--- config.mk ---
export PLATFORM = sky130hd
export DESIGN_NAME = store_narrow_flat
export DESIGN_NICKNAME = d
export VERILOG_FILES = /design/src/rtl/store_narrow_pkg.sv /design/src/rtl/store_narrow_if.sv /design/src/rtl/store_fmt.sv /design/src/rtl/store_narrow.sv /design/src/flat_wrapper.sv
export SDC_FILE = /design/constraint.sdc
export NUM_CORES = 1
export LEC_CHECK = 0
export ABC_AREA = 1
export CORE_MARGIN = 3
export CORE_UTILIZATION = 34
export DETAILED_ROUTE_END_ITERATION = 10
export PLACE_DENSITY = 0.67
export RECOVER_POWER = 25
export SLEW_MARGIN = 20
export SYNTH_ARGS = -nofsm -noshare
export SYNTH_HDL_FRONTEND = slang
export SYNTH_SLANG_ARGS = --single-unit
--- constraint.sdc ---
create_clock -name clk -period 3.91 [get_ports clk]
set_input_delay 0.782 -clock clk [delete_from_list [all_inputs] [get_ports clk]]
set_output_delay 0.782 -clock clk [all_outputs]
set_load 0.05 [all_outputs]
--- src/rtl/store_narrow_pkg.sv ---
// store_narrow_pkg: shared types and constants for the store narrowing path (size encoding, lane geometry, formatted-store record)
package store_narrow_pkg;
  localparam int NUM_LANES = 4;
  localparam int BYTE_W = 8;
  localparam int HALF_W = 16;
  typedef enum logic [1:0] {SZ_BYTE, SZ_HALF, SZ_WORD, SZ_RSVD} size_t;
  typedef struct packed {
    logic [NUM_LANES*BYTE_W-1:0] wdata;
    logic [NUM_LANES-1:0]        wstrb;
    logic                        err;
    logic                        ovf;
  } st_fmt_t;
endpackage

--- src/rtl/store_narrow_if.sv ---
// store_narrow_if: request side (in_valid/in_ready/in_data/in_addr_lo/in_size/in_signed) and store side (out_valid/out_ready/out_wdata/out_wstrb/out_err/out_ovf); slave = block, master = driver
interface store_narrow_if import store_narrow_pkg::*; #(parameter int DATA_W = 32);
  logic              in_valid;
  logic              in_ready;
  logic [DATA_W-1:0] in_data;
  logic [1:0]        in_addr_lo;
  size_t             in_size;
  logic              in_signed;
  logic              out_valid;
  logic              out_ready;
  logic [DATA_W-1:0] out_wdata;
  logic [3:0]        out_wstrb;
  logic              out_err;
  logic              out_ovf;
  modport slave (input in_valid, in_data, in_addr_lo, in_size, in_signed, out_ready,
                 output in_ready, out_valid, out_wdata, out_wstrb, out_err, out_ovf);
  modport master (output in_valid, in_data, in_addr_lo, in_size, in_signed, out_ready,
                  input in_ready, out_valid, out_wdata, out_wstrb, out_err, out_ovf);
endinterface

--- src/rtl/store_fmt.sv ---
// store_fmt: combinational lane replication, strobe, error and overflow for one store (in: data, addr_lo, size, sgn; out: fmt)
module store_fmt import store_narrow_pkg::*; (
  input  logic [NUM_LANES*BYTE_W-1:0] data,
  input  logic [1:0]                  addr_lo,
  input  size_t                       size,
  input  logic                        sgn,
  output st_fmt_t                     fmt
);
  logic byte_ovf, half_ovf, err;
  logic [NUM_LANES-1:0] strb;
  assign byte_ovf = sgn ? !(&data[31:BYTE_W-1] || !(|data[31:BYTE_W-1])) : |data[31:BYTE_W];
  assign half_ovf = sgn ? !(&data[31:HALF_W-1] || !(|data[31:HALF_W-1])) : |data[31:HALF_W];
  assign err = (size == SZ_RSVD) || (size == SZ_HALF && addr_lo[0]) || (size == SZ_WORD && addr_lo != 2'd0);
  assign strb = size == SZ_BYTE ? 4'b0001 << addr_lo : size == SZ_HALF ? 4'b0011 << addr_lo : 4'b1111;
  assign fmt.wdata = size == SZ_BYTE ? {4{data[BYTE_W-1:0]}} : size == SZ_HALF ? {2{data[HALF_W-1:0]}} : data;
  assign fmt.wstrb = err ? '0 : strb;
  assign fmt.err = err;
  assign fmt.ovf = !err && (size == SZ_BYTE ? byte_ovf : (size == SZ_HALF && half_ovf));
endmodule

--- src/rtl/store_narrow.sv ---
// store_narrow: formats register stores into byte lanes behind a 2-entry skid buffer (ports: clk, reset, bus slave, cnt_clr, ovf_count)
module store_narrow import store_narrow_pkg::*; #(
  parameter int DATA_W = 32,
  parameter int CNT_W  = 16
) (
  input  logic             clk,
  input  logic             reset,
  store_narrow_if.slave    bus,
  input  logic             cnt_clr,
  output logic [CNT_W-1:0] ovf_count
);
  st_fmt_t fmt, out_q, skid_q;
  logic out_valid_q, skid_valid_q, in_fire, out_fire;
  if (DATA_W != NUM_LANES*BYTE_W) begin : g_width_chk
    $error("store_narrow supports only 32-bit data");
  end
  store_fmt u_fmt (
    .data    (bus.in_data),
    .addr_lo (bus.in_addr_lo),
    .size    (bus.in_size),
    .sgn     (bus.in_signed),
    .fmt     (fmt)
  );
  assign bus.in_ready  = !skid_valid_q && !reset;
  assign in_fire       = bus.in_valid && bus.in_ready;
  assign out_fire      = out_valid_q && bus.out_ready;
  assign bus.out_valid = out_valid_q;
  assign bus.out_wdata = out_q.wdata;
  assign bus.out_wstrb = out_q.wstrb;
  assign bus.out_err   = out_q.err;
  assign bus.out_ovf   = out_q.ovf;
  // A full skid register holds in_ready low, so it never competes with a new input for the output slot.
  always_ff @(posedge clk or posedge reset) begin
    if (reset) begin
      out_q        <= '0;
      skid_q       <= '0;
      out_valid_q  <= 1'b0;
      skid_valid_q <= 1'b0;
    end else if (!out_valid_q || out_fire) begin
      out_valid_q  <= skid_valid_q || in_fire;
      skid_valid_q <= 1'b0;
      if (skid_valid_q) out_q <= skid_q;
      else if (in_fire) out_q <= fmt;
    end else if (in_fire) begin
      skid_q       <= fmt;
      skid_valid_q <= 1'b1;
    end
  end
  always_ff @(posedge clk or posedge reset) begin
    if (reset) ovf_count <= '0;
    else if (cnt_clr) ovf_count <= '0;
    else if (out_fire && out_q.ovf && ovf_count != '1) ovf_count <= ovf_count + 1'b1;
  end
endmodule

--- src/flat_wrapper.sv ---
// flat-port wrapper written by rule: the top's interface ports become plain ports
module store_narrow_flat import store_narrow_pkg::*;
#(
  parameter int DATA_W = 32,
  parameter int CNT_W  = 16
)
  (clk, reset, cnt_clr, ovf_count, bus_in_valid, bus_in_data, bus_in_addr_lo, bus_in_size, bus_in_signed, bus_out_ready, bus_in_ready, bus_out_valid, bus_out_wdata, bus_out_wstrb, bus_out_err, bus_out_ovf);
  store_narrow_if #(.DATA_W(DATA_W)) bus_i ();
  input  logic clk;
  input  logic reset;
  input  logic cnt_clr;
  output logic [CNT_W-1:0] ovf_count;
  input wire logic [$bits(bus_i.in_valid)-1:0] bus_in_valid;
  input wire logic [$bits(bus_i.in_data)-1:0] bus_in_data;
  input wire logic [$bits(bus_i.in_addr_lo)-1:0] bus_in_addr_lo;
  input wire logic [$bits(bus_i.in_size)-1:0] bus_in_size;
  input wire logic [$bits(bus_i.in_signed)-1:0] bus_in_signed;
  input wire logic [$bits(bus_i.out_ready)-1:0] bus_out_ready;
  output wire logic [$bits(bus_i.in_ready)-1:0] bus_in_ready;
  output wire logic [$bits(bus_i.out_valid)-1:0] bus_out_valid;
  output wire logic [$bits(bus_i.out_wdata)-1:0] bus_out_wdata;
  output wire logic [$bits(bus_i.out_wstrb)-1:0] bus_out_wstrb;
  output wire logic [$bits(bus_i.out_err)-1:0] bus_out_err;
  output wire logic [$bits(bus_i.out_ovf)-1:0] bus_out_ovf;
  assign bus_i.in_valid = bus_in_valid;
  assign bus_i.in_data = bus_in_data;
  assign bus_i.in_addr_lo = bus_in_addr_lo;
  assign bus_i.in_size = bus_in_size;
  assign bus_i.in_signed = bus_in_signed;
  assign bus_i.out_ready = bus_out_ready;
  assign bus_in_ready = bus_i.in_ready;
  assign bus_out_valid = bus_i.out_valid;
  assign bus_out_wdata = bus_i.out_wdata;
  assign bus_out_wstrb = bus_i.out_wstrb;
  assign bus_out_err = bus_i.out_err;
  assign bus_out_ovf = bus_i.out_ovf;
  store_narrow #(.DATA_W(DATA_W), .CNT_W(CNT_W)) u_core (.clk(clk), .reset(reset), .bus(bus_i), .cnt_clr(cnt_clr), .ovf_count(ovf_count));
endmodule
* Yosys cells after proc, flatten, opt, wreduce, memory -nomap -nowiden
Index checks and enable logic that the tools add are counted.
Widths: inputs -> output; s select.
** Cells by class
- Add/sub/neg operators :: 1
- Equal/unequal tests :: 4
- Shifts and indexed selects :: 2
- Multiplexer cells :: 14
- Bitwise operators :: 1
- Reduce and logical (&&, ||, !) cells :: 36
** Operators by type and width (number)
- $mux 38 :: 2
- $mux 32 :: 2
- $mux 16 :: 2
- $reduce_and 25->1 :: 1
- $reduce_or 25->1 :: 1
- $reduce_or 24->1 :: 1
- $reduce_and 17->1 :: 1
- $reduce_or 17->1 :: 1
- $add 16x1->16 const B :: 1
- $ne 16x16->1 const B :: 1
- $reduce_or 16->1 :: 1
- $mux 4 :: 3
- $logic_and 1x1->1 :: 9
- $logic_not 1->1 :: 8
- $reduce_bool 2->1 :: 4
- $logic_or 1x1->1 :: 6
- $mux 1 :: 5
- $eq 2x2->1 const B :: 2
- $reduce_and 2->1 :: 2
- $shl 1x2->4 const A :: 1
- $shl 2x2->4 const A :: 1
- $eq 2x1->1 const B :: 1
- $logic_not 2->1 :: 1
- $not 1->1 :: 1
** Storage, ports and cells
- Register bits after elaboration :: 94
- Input bits :: 42
- Output and inout bits :: 56
- Logic and storage cells :: 69

* Depth between registers and ports, before layout
Gate-level depths: netlist of run 1.
- Word-level depth :: 10
- Gate-level depth with buffers :: 12
- Depth with buffers taken out :: 11

* Cells and area by module
From an unflattened synthesis of run 1, not the netlist that was laid out.
** Second synthesis, totals
- Cells, all modules :: 715
- Area total of the unflattened synthesis :: 5086.1 µm²
** Modules (own cells, without submodules)
- store_narrow :: instances 1, cells an instance 565, area each 4356.7 µm², seq. area each 2352.3 µm²
- store_fmt :: instances 1, cells an instance 150, area each 729.4 µm², seq. area each 0.0 µm²

* Worst setup path before layout of run 1
No wires, ideal clock.
- Path type :: in2reg
- Start point :: in reset
- End point :: reg u_core.out_q, in the netlist u_core.bus.out_wdata[0]
- Setup time :: 0.082 ns
- Data arrival time :: 2.019 ns
- Data required time :: 3.828 ns
- Slack :: 1.809 ns
- Stages on the path :: 8
- Path buffers :: 1
- Cell sequence :: nor2_2 nand2_2 inv_2 o21ai_4 inv_2 buf_2 nor2_1 a31oi_1
** On the way
- Word-level cells in the longest chain between the ends :: 5
** RTL lines
- start: declaration :: line flat_wrapper.sv:10 : input logic reset;
- $logic_not 1->1 :: line store_narrow.sv:24 : assign bus.in_ready = !skid_valid_q && !reset;
- $logic_and 1x1->1 :: line store_narrow.sv:24
- $logic_and 1x1->1 :: line store_narrow.sv:25 : assign in_fire = bus.in_valid && bus.in_ready;
- $reduce_bool 2->1 (no line)
- $reduce_and 2->1 (no line)
- end signal: assignment :: line store_narrow.sv:42 : if (skid_valid_q) out_q <= skid_q;
- end signal: assignment :: line store_narrow.sv:43 : else if (in_fire) out_q <= fmt;
- end: declaration :: line store_narrow.sv:12 : st_fmt_t fmt, out_q, skid_q;
Every way passes these cells.
A chain may end at the register's enable or synchronous reset.

* Final worst setup path of run 1
- Start point :: in reset
- End point :: out bus_in_ready
** On the way
- Word-level cells in the longest chain between the ends :: 2
** RTL lines
- $logic_not 1->1 :: line store_narrow.sv:24
- $logic_and 1x1->1 :: line store_narrow.sv:24
- end: declaration :: line flat_wrapper.sv:19 : output wire logic [$bits(bus_i.in_ready)-1:0] bus_in_ready;
Every way passes these cells.

==> impl_metrics.tcl, run 1 <==
set metrics [dict create \
    status "finished, violations left" \
    violations "capacitance limit, slew limit" \
    power.density_nw_per_um2 506 \
    root_buffer "clkbuf_16" \
    finalCritPeriodShare_pct 79.1 \
    antenna_found_initial 0 \
    p_sw_mw 1.21 \
    overflow 0 \
    slew_violations 40 \
    rsz0062_at_grt "false" \
    detail_route.wl_per_cell_um 14.2 \
    vias_per_cell 4.90 \
    crit_chain "dlygate4sd3_1, nor2_1, clkdlybuf4s50_1" \
    maxSlewHeadroom_pct -25.4 \
    setup-tns-final_ps 0 \
    path_class "in -> out" \
    ys_ff_latch 94 \
    ys_seq_area_share_pct 47.8 \
    required_ps 3130 \
    clkSinkCount 94 \
    gp_congestion 0.901 \
    dieArea_um2 16000 \
    hold_viol 0 \
    tightest_slew_ps 1870 \
    finClkSkew_ps 8.12 \
    wl_mm 13.1 \
    syn_nets 695 \
    start_util_pct 35.1 \
    sw_frac_of_total_pct 37.8 \
    ioPinCount 98 \
    clk_latency_ps 350 \
    critPathTopFamily "buffers and inverters" \
    vias 4491 \
    power.internal_mw 1.98 \
    synth-compound-area-share_pct 13.4 \
    cts_hold_buf 0 \
    endpoint_kind "primary output" \
    p_leak_nw 2.90 \
    n_antenna_cell 0 \
    cap_violations 1 \
    synth_area_um2 4920 \
    port_buffers 97 \
    first_global_vias 4216 \
    nets 779 \
    crit_slowest_cell "clkdlybuf4s50_1" \
    pwr-share-clk_pct 27.2 \
    ir_drop_v 0.000254 \
    critPathMaxFanout 2 \
    hold_path.class "reg -> reg" \
    setup_viol 0 \
    crit_buf_inv 2 \
    drc 0 \
    hold_ws_ps 476 \
    grt_pass1_wl_mm 21.8 \
    synthSimpleGateAreaFrac_pct 29.0 \
    syn_inst 648 \
    die_y_um 126 \
    grt_max_degree 56 \
    die_w_um 126 \
    core_area_um2 14000 \
    dr.first_iter.drc_count 309 \
    post-route-util_pct 44.8 \
    syn_area_per_cell_um2 7.60 \
    seqPwrFrac_pct 40.8 \
    cts_tree "built" \
    arrival_ps 2310 \
    synthAdderAreaFrac_pct 1.27 \
    track_usage_pct 16.9 \
    yosys_warnings 0 \
    drive_above_1_share_pct 5.70 \
    cp-start-kind "input port" \
    syn_to_final_growth_pct 27.9 \
    ys_types 39 \
    combPwrFrac_pct 31.9 \
    ant_nets 0 \
    period_needed_ps 3090 \
    cts_resized 0 \
    hpwlAfterDp_mm 9.19 \
    nFillCells 1355 \
    dr.pass1.iters 5 \
    synth_top_family_by_area "simple AND/OR/NAND/NOR gates" \
    cts_buffer_depth 2 \
    clk_pin_slew_ps 70 \
    cts_setup_buffers 0 \
    cts_buffers 9 \
    htree_levels 3 \
    placementRows 43 \
    synth_xor_area_share_pct 1.42 \
    fmax_ghz 0.323 \
    synth.area.mux_share_pct 0 \
    cp_slowest_stage_delay_ps 820 \
]
==> flip-flops by register name (all words and copies together) (netlist names) <==
register              flops
u_core.bus.out_err        1
u_core.bus.out_ovf        1
u_core.bus.out_valid      1
u_core.bus.out_wdata     32
u_core.ovf_count         16
u_core.skid_valid_q       1
u_core.skid_q            38
u_core.bus.out_wstrb      4
==> per-stage QoR <==
step,power (mW),worst slack (ps),std cells,area (um2)
after floorplan,1.98,679,648,4920
after global placement,2.34,869,901,6010
after detailed placement,2.35,817,901,6010
after CTS,3.23,908,917,6300
after global routing,3.36,755,917,6300
final,3.19,819,917,6300
==> layer usage <==
metal	wire, um	part of all wire (%)	vias to the layer above	global-route usage (%)
met5	0	0	-	0
met3	897	6.9	13	3.71
met1	6150	47	2083	24.4
met2	5860	45	140	25.6
li1	-	-	2255	-
met4	150	1.1	0	4.79
==> final timing paths <==
| check | startpoint | end | slack (ps) | depth (start not counted) |
|---|---|---|---|---|
| hold / removal | u_core.skid_q[22]$_DFFE_PP0P_ | u_core.skid_q[22]$_DFFE_PP0P_ | 480 | 2 |
| setup / recovery | reset | bus_in_ready | 820 | 3 |
| setup reg to reg | u_core.skid_valid_q$_DFFE_PP0P_ | u_core.bus.out_wstrb[3]$_DFFE_PP0P_ | 1860 | 6 |
| hold reg to reg | u_core.skid_q[22]$_DFFE_PP0P_ | u_core.skid_q[22]$_DFFE_PP0P_ | 480 | 2 |
| max in group asynchronous | reset | u_core.skid_q[14]$_DFFE_PP0P_ | 1560 | 3 |
| min in group asynchronous | reset | u_core.bus.out_wdata[20]$_DFFE_PP0P_ | 1380 | 2 |
==> power by group through the flow <==
| stage | Combinational [mW] | Clock (mW) | Sequential [mW] |
|---|---|---|---|
| 2_1_floorplan | 0.316 | 0 | 1.66 |
| 3_3_place_gp | 1.02 | 0 | 1.31 |
| 3_5_place_dp | 1.03 | 0 | 1.32 |
| 4_1_cts | 1.03 | 0.891 | 1.30 |
| 5_1_grt | 1.10 | 0.930 | 1.33 |
| 6_report | 1.02 | 0.869 | 1.30 |
==> placed cells by master (no fill, tap or decap), types with 3 or more instances in the layout <==
master,count
inv_6,4
o211ai_1,8
nand2_4,3
a21oi_1,40
clkbuf_16,9
buf_4,3
nor2_1,74
xor2_1,8
inv_2,4
clkdlybuf4s50_1,96
nor3_1,5
inv_1,44
a31oi_1,24
o21ai_0,35
ha_1,5
nand3_1,23
dfrtp_1,94
nand4_1,5
nand2_1,222
==> synthesized netlist by cell type <==
library cell,count,area share [%]
clkbuf_1,10,0.76
nor4_1,1,0.13
nor2_1,73,5.6
a31oi_1,24,3.1
o21ai_4,1,0.33
ha_1,5,1.3
xor2_1,8,1.4
o21a_1,1,0.15
o21ai_2,2,0.36
buf_1,2,0.15
nor2_2,3,0.38
buf_8,1,0.30
and2_0,1,0.13
a21oi_1,40,4.1
o22ai_1,2,0.25
clkbuf_8,1,0.28
nand4_2,1,0.25
buf_6,1,0.23
nand2_1,221,17
nor2_4,2,0.46
nand4_1,5,0.64
or2_2,1,0.13
o221ai_1,1,0.18
o21ai_1,2,0.20
clkinv_1,2,0.15
inv_1,45,3.4
nor3_1,5,0.51
inv_6,1,0.18
nand2_4,3,0.69
buf_2,13,1.3
nand3b_1,1,0.15
o211ai_1,8,1.2
and3_2,1,0.15
nand2_2,2,0.25
o21ai_0,35,3.6
nor3_2,2,0.41
inv_2,4,0.30
dfrtp_1,94,48
nand3_1,23,2.3
==> final cells by class <==
type | instances | area [um2] | area share (%)
clock inverters | 6 | 51.3 | 0.815
flip-flops and latches | 94 | 2350 | 37.4
inverters | 52 | 201 | 3.20
clock buffers | 10 | 239 | 3.79
repair buffers | 101 | 1010 | 16.1
multi-input cells | 474 | 2210 | 35.2
well taps | 180 | 225 | 3.58
==> logic make-up (layout without fill, tap and decap cells) <==
| family | after synthesis | count (layout) |
|---|---|---|
| compound gates | 116 | 116 |
| buf+inv | 80 | 169 |
| fa+ha+maj | 5 | 5 |
| flops | 94 | 94 |
| xor+xnor | 8 | 8 |
| simple gates | 345 | 345 |
==> worst register-to-register path: cells and delay by family (launching register included) <==
family	cells	cell delay, ps
AND/OR/NAND/NOR	4	460
flip-flops	1	360
buffers and inverters	2	1110
Note: power is estimated with default switching activity, not from simulation.
==> run 2, diff against run 1 <==
==> constraint.sdc (replaced) <==
create_clock -name clk -period 3.2 [get_ports clk]
set_input_delay 0.64 -clock clk [delete_from_list [all_inputs] [get_ports clk]]
set_output_delay 0.64 -clock clk [all_outputs]
set_load 0.05 [all_outputs]
==> run 2 against run 1 <==
Against the previous run: sequential cell count did not move; combinational power rose by 24%; sequential power rose by 22%; critical path type unchanged; critical path depth did not move; clock power rose by 20%; global-route usage rose by 0.38 points; via count rose by 1.0%; largest cell class unchanged; cell count rose by 0.44%; the flow still finishes with violations (capacitance limit, slew limit); design area rose by 0.62%.
==> impl_metrics.tcl, run 2 (synthesis results as in run 1) <==
set metrics [dict create \
    min_delay_path_depth 2 \
    largest_register_ffs 38 \
    root_buffer "clkbuf_16" \
    dp_slack_ps 484 \
    dieArea_um2 16000 \
    clk_pin_slew_ps 70 \
    ir_drop_v 0.000322 \
    nFillCells 1368 \
    finalCritPeriodShare_pct 87.4 \
    dr.first_iter.drc_count 353 \
    nets 783 \
    die_w_um 126 \
    wl_mm 13.4 \
    cts_buffers 9 \
    fmax_ghz 0.358 \
    required_ps 2560 \
    p_leak_nw 2.93 \
    cp_slowest_stage_delay_ps 820 \
    setup_ws_ps 403 \
    gp_congestion 0.890 \
    cp-start-kind "input port" \
    reg2reg_to "u_core.bus.out_wdata[31]$_DFFE_PP0P_" \
    rrSetupSlack_ps 1150 \
    drc 0 \
    core_area_um2 14000 \
    r2r_start "u_core.skid_valid_q$_DFFE_PP0P_" \
    first_global_vias 4386 \
    post-route-util_pct 45.1 \
    path_class "in -> out" \
    status "finished, violations left" \
    grt_max_degree 49 \
    track_usage_pct 17.3 \
    start_util_pct 35.1 \
    setup_viol 0 \
    violations "capacitance limit, slew limit" \
    cts_buffer_depth 2 \
    grt_pass1_wl_mm 22.3 \
    reg2regPathDepth 5 \
    mostFrequentLayoutCells "nand2_1 (221), clkdlybuf4s50_1 (96), dfrtp_1 (94), nor2_1 (73), inv_1 (44)" \
    hpwlAfterDp_mm 9.40 \
    slew_violations 38 \
    clkSinkCount 94 \
    min_to "u_core.skid_q[25]$_DFFE_PP0P_" \
    placementRows 43 \
    endpoint_kind "primary output" \
    dr.pass1.iters 5 \
    vias_per_cell 4.93 \
    drive_above_1_share_pct 6.48 \
    hold_viol 0 \
    regMostFlops "u_core.skid_q" \
    seqCellArea_um2 2350 \
    vias 4538 \
    finClkSkew_ps 12.5 \
    maxSlewHeadroom_pct -19.6 \
    crit_slowest_cell "clkdlybuf4s50_1" \
    crit_buf_inv 2 \
    detail_route.wl_per_cell_um 14.5 \
    syn_to_final_growth_pct 28.7 \
    cap_violations 1 \
    overflow 0 \
    arrival_ps 2160 \
    critPathMaxFanout 2 \
    ioPinCount 98 \
    hp-start "u_core.skid_q[25]$_DFFE_PP0P_" \
    final_common_cell "nand2_1" \
    cts_setup_buffers 0 \
    stdcell_area_um2 6340 \
    cts_tree "built" \
    die_y_um 126 \
    placed_area_um2 6060 \
    critPathTopFamily "buffers and inverters" \
    hold_path.class "reg -> reg" \
    antenna_found_initial 0 \
    rsz0062_at_grt "false" \
    htree_levels 3 \
    hold_ws_ps 474 \
    setup-tns-final_ps 0 \
    period_needed_ps 2800 \
    clk_latency_ps 350 \
    ant_nets 0 \
    tightest_slew_ps 1780 \
    power.density_nw_per_um2 614 \
    cts_resized 0 \
    crit_chain "dlygate4sd3_1, nor2_2, clkdlybuf4s50_1" \
    cts_hold_buf 0 \
    port_buffers 97 \
    n_antenna_cell 0 \
    multi_input_area_um2 2220 \
]
-- run 2: how the worst max path moves through the flow --
| stage | from | endpoint | slack (ps) | cells after the start |
|---|---|---|---|---|
| 6_report | reset | bus_in_ready | 400 | 3 |
| 5_1_grt | reset | bus_in_ready | 360 | 3 |
| 4_1_cts | reset | bus_in_ready | 480 | 3 |
| 3_5_place_dp | reset | bus_in_ready | 480 | 3 |
| 3_3_place_gp | reset | bus_in_ready | 500 | 3 |
| 2_1_floorplan | reset | u_core.bus.out_err$_DFFE_PP0P_ | 110 | 1 |
-- run 2: where the power goes --
group / internal (mW) / leakage [nW] / switching (mW)
Sequential: 1.44 / 1.16 / 0.150
Combinational: 0.428 / 1.62 / 0.831
Clock: 0.538 / 0.142 / 0.499
-- run 2: area by class of cell --
class / instances / share of cell area, %
Inverter: 52 / 3.18
Sequential cell: 94 / 37.1
Tap cell: 180 / 3.55
Clock buffer: 9 / 3.55
Multi-Input combinational cell: 474 / 35.0
Timing Repair Buffer: 105 / 16.7
Clock inverter: 7 / 0.889
-- run 2: per-layer routing --
metal	share of wire (%)	vias up	track usage [%]
li1	-	2265	-
met1	47	2094	23.9
met2	44	164	26.8
met3	7.0	15	4.59
met4	1.3	0	5.05
met5	0	-	0
-- run 2: worst reg2reg max path, cell delays in order, from the launching register on --
cell      delay [ps]
dfrtp_1          400
buf_4            310
inv_1            850
nand3_1          170
o211ai_1         130
nand2_1           70
-- run 2: metrics by stage --
stage | cells | power, mW
6_report | 921 | 3.89
3_5_place_dp | 905 | 2.87
2_1_floorplan | 648 | 2.41
3_3_place_gp | 905 | 2.86
5_1_grt | 921 | 4.10
4_1_cts | 921 | 3.93
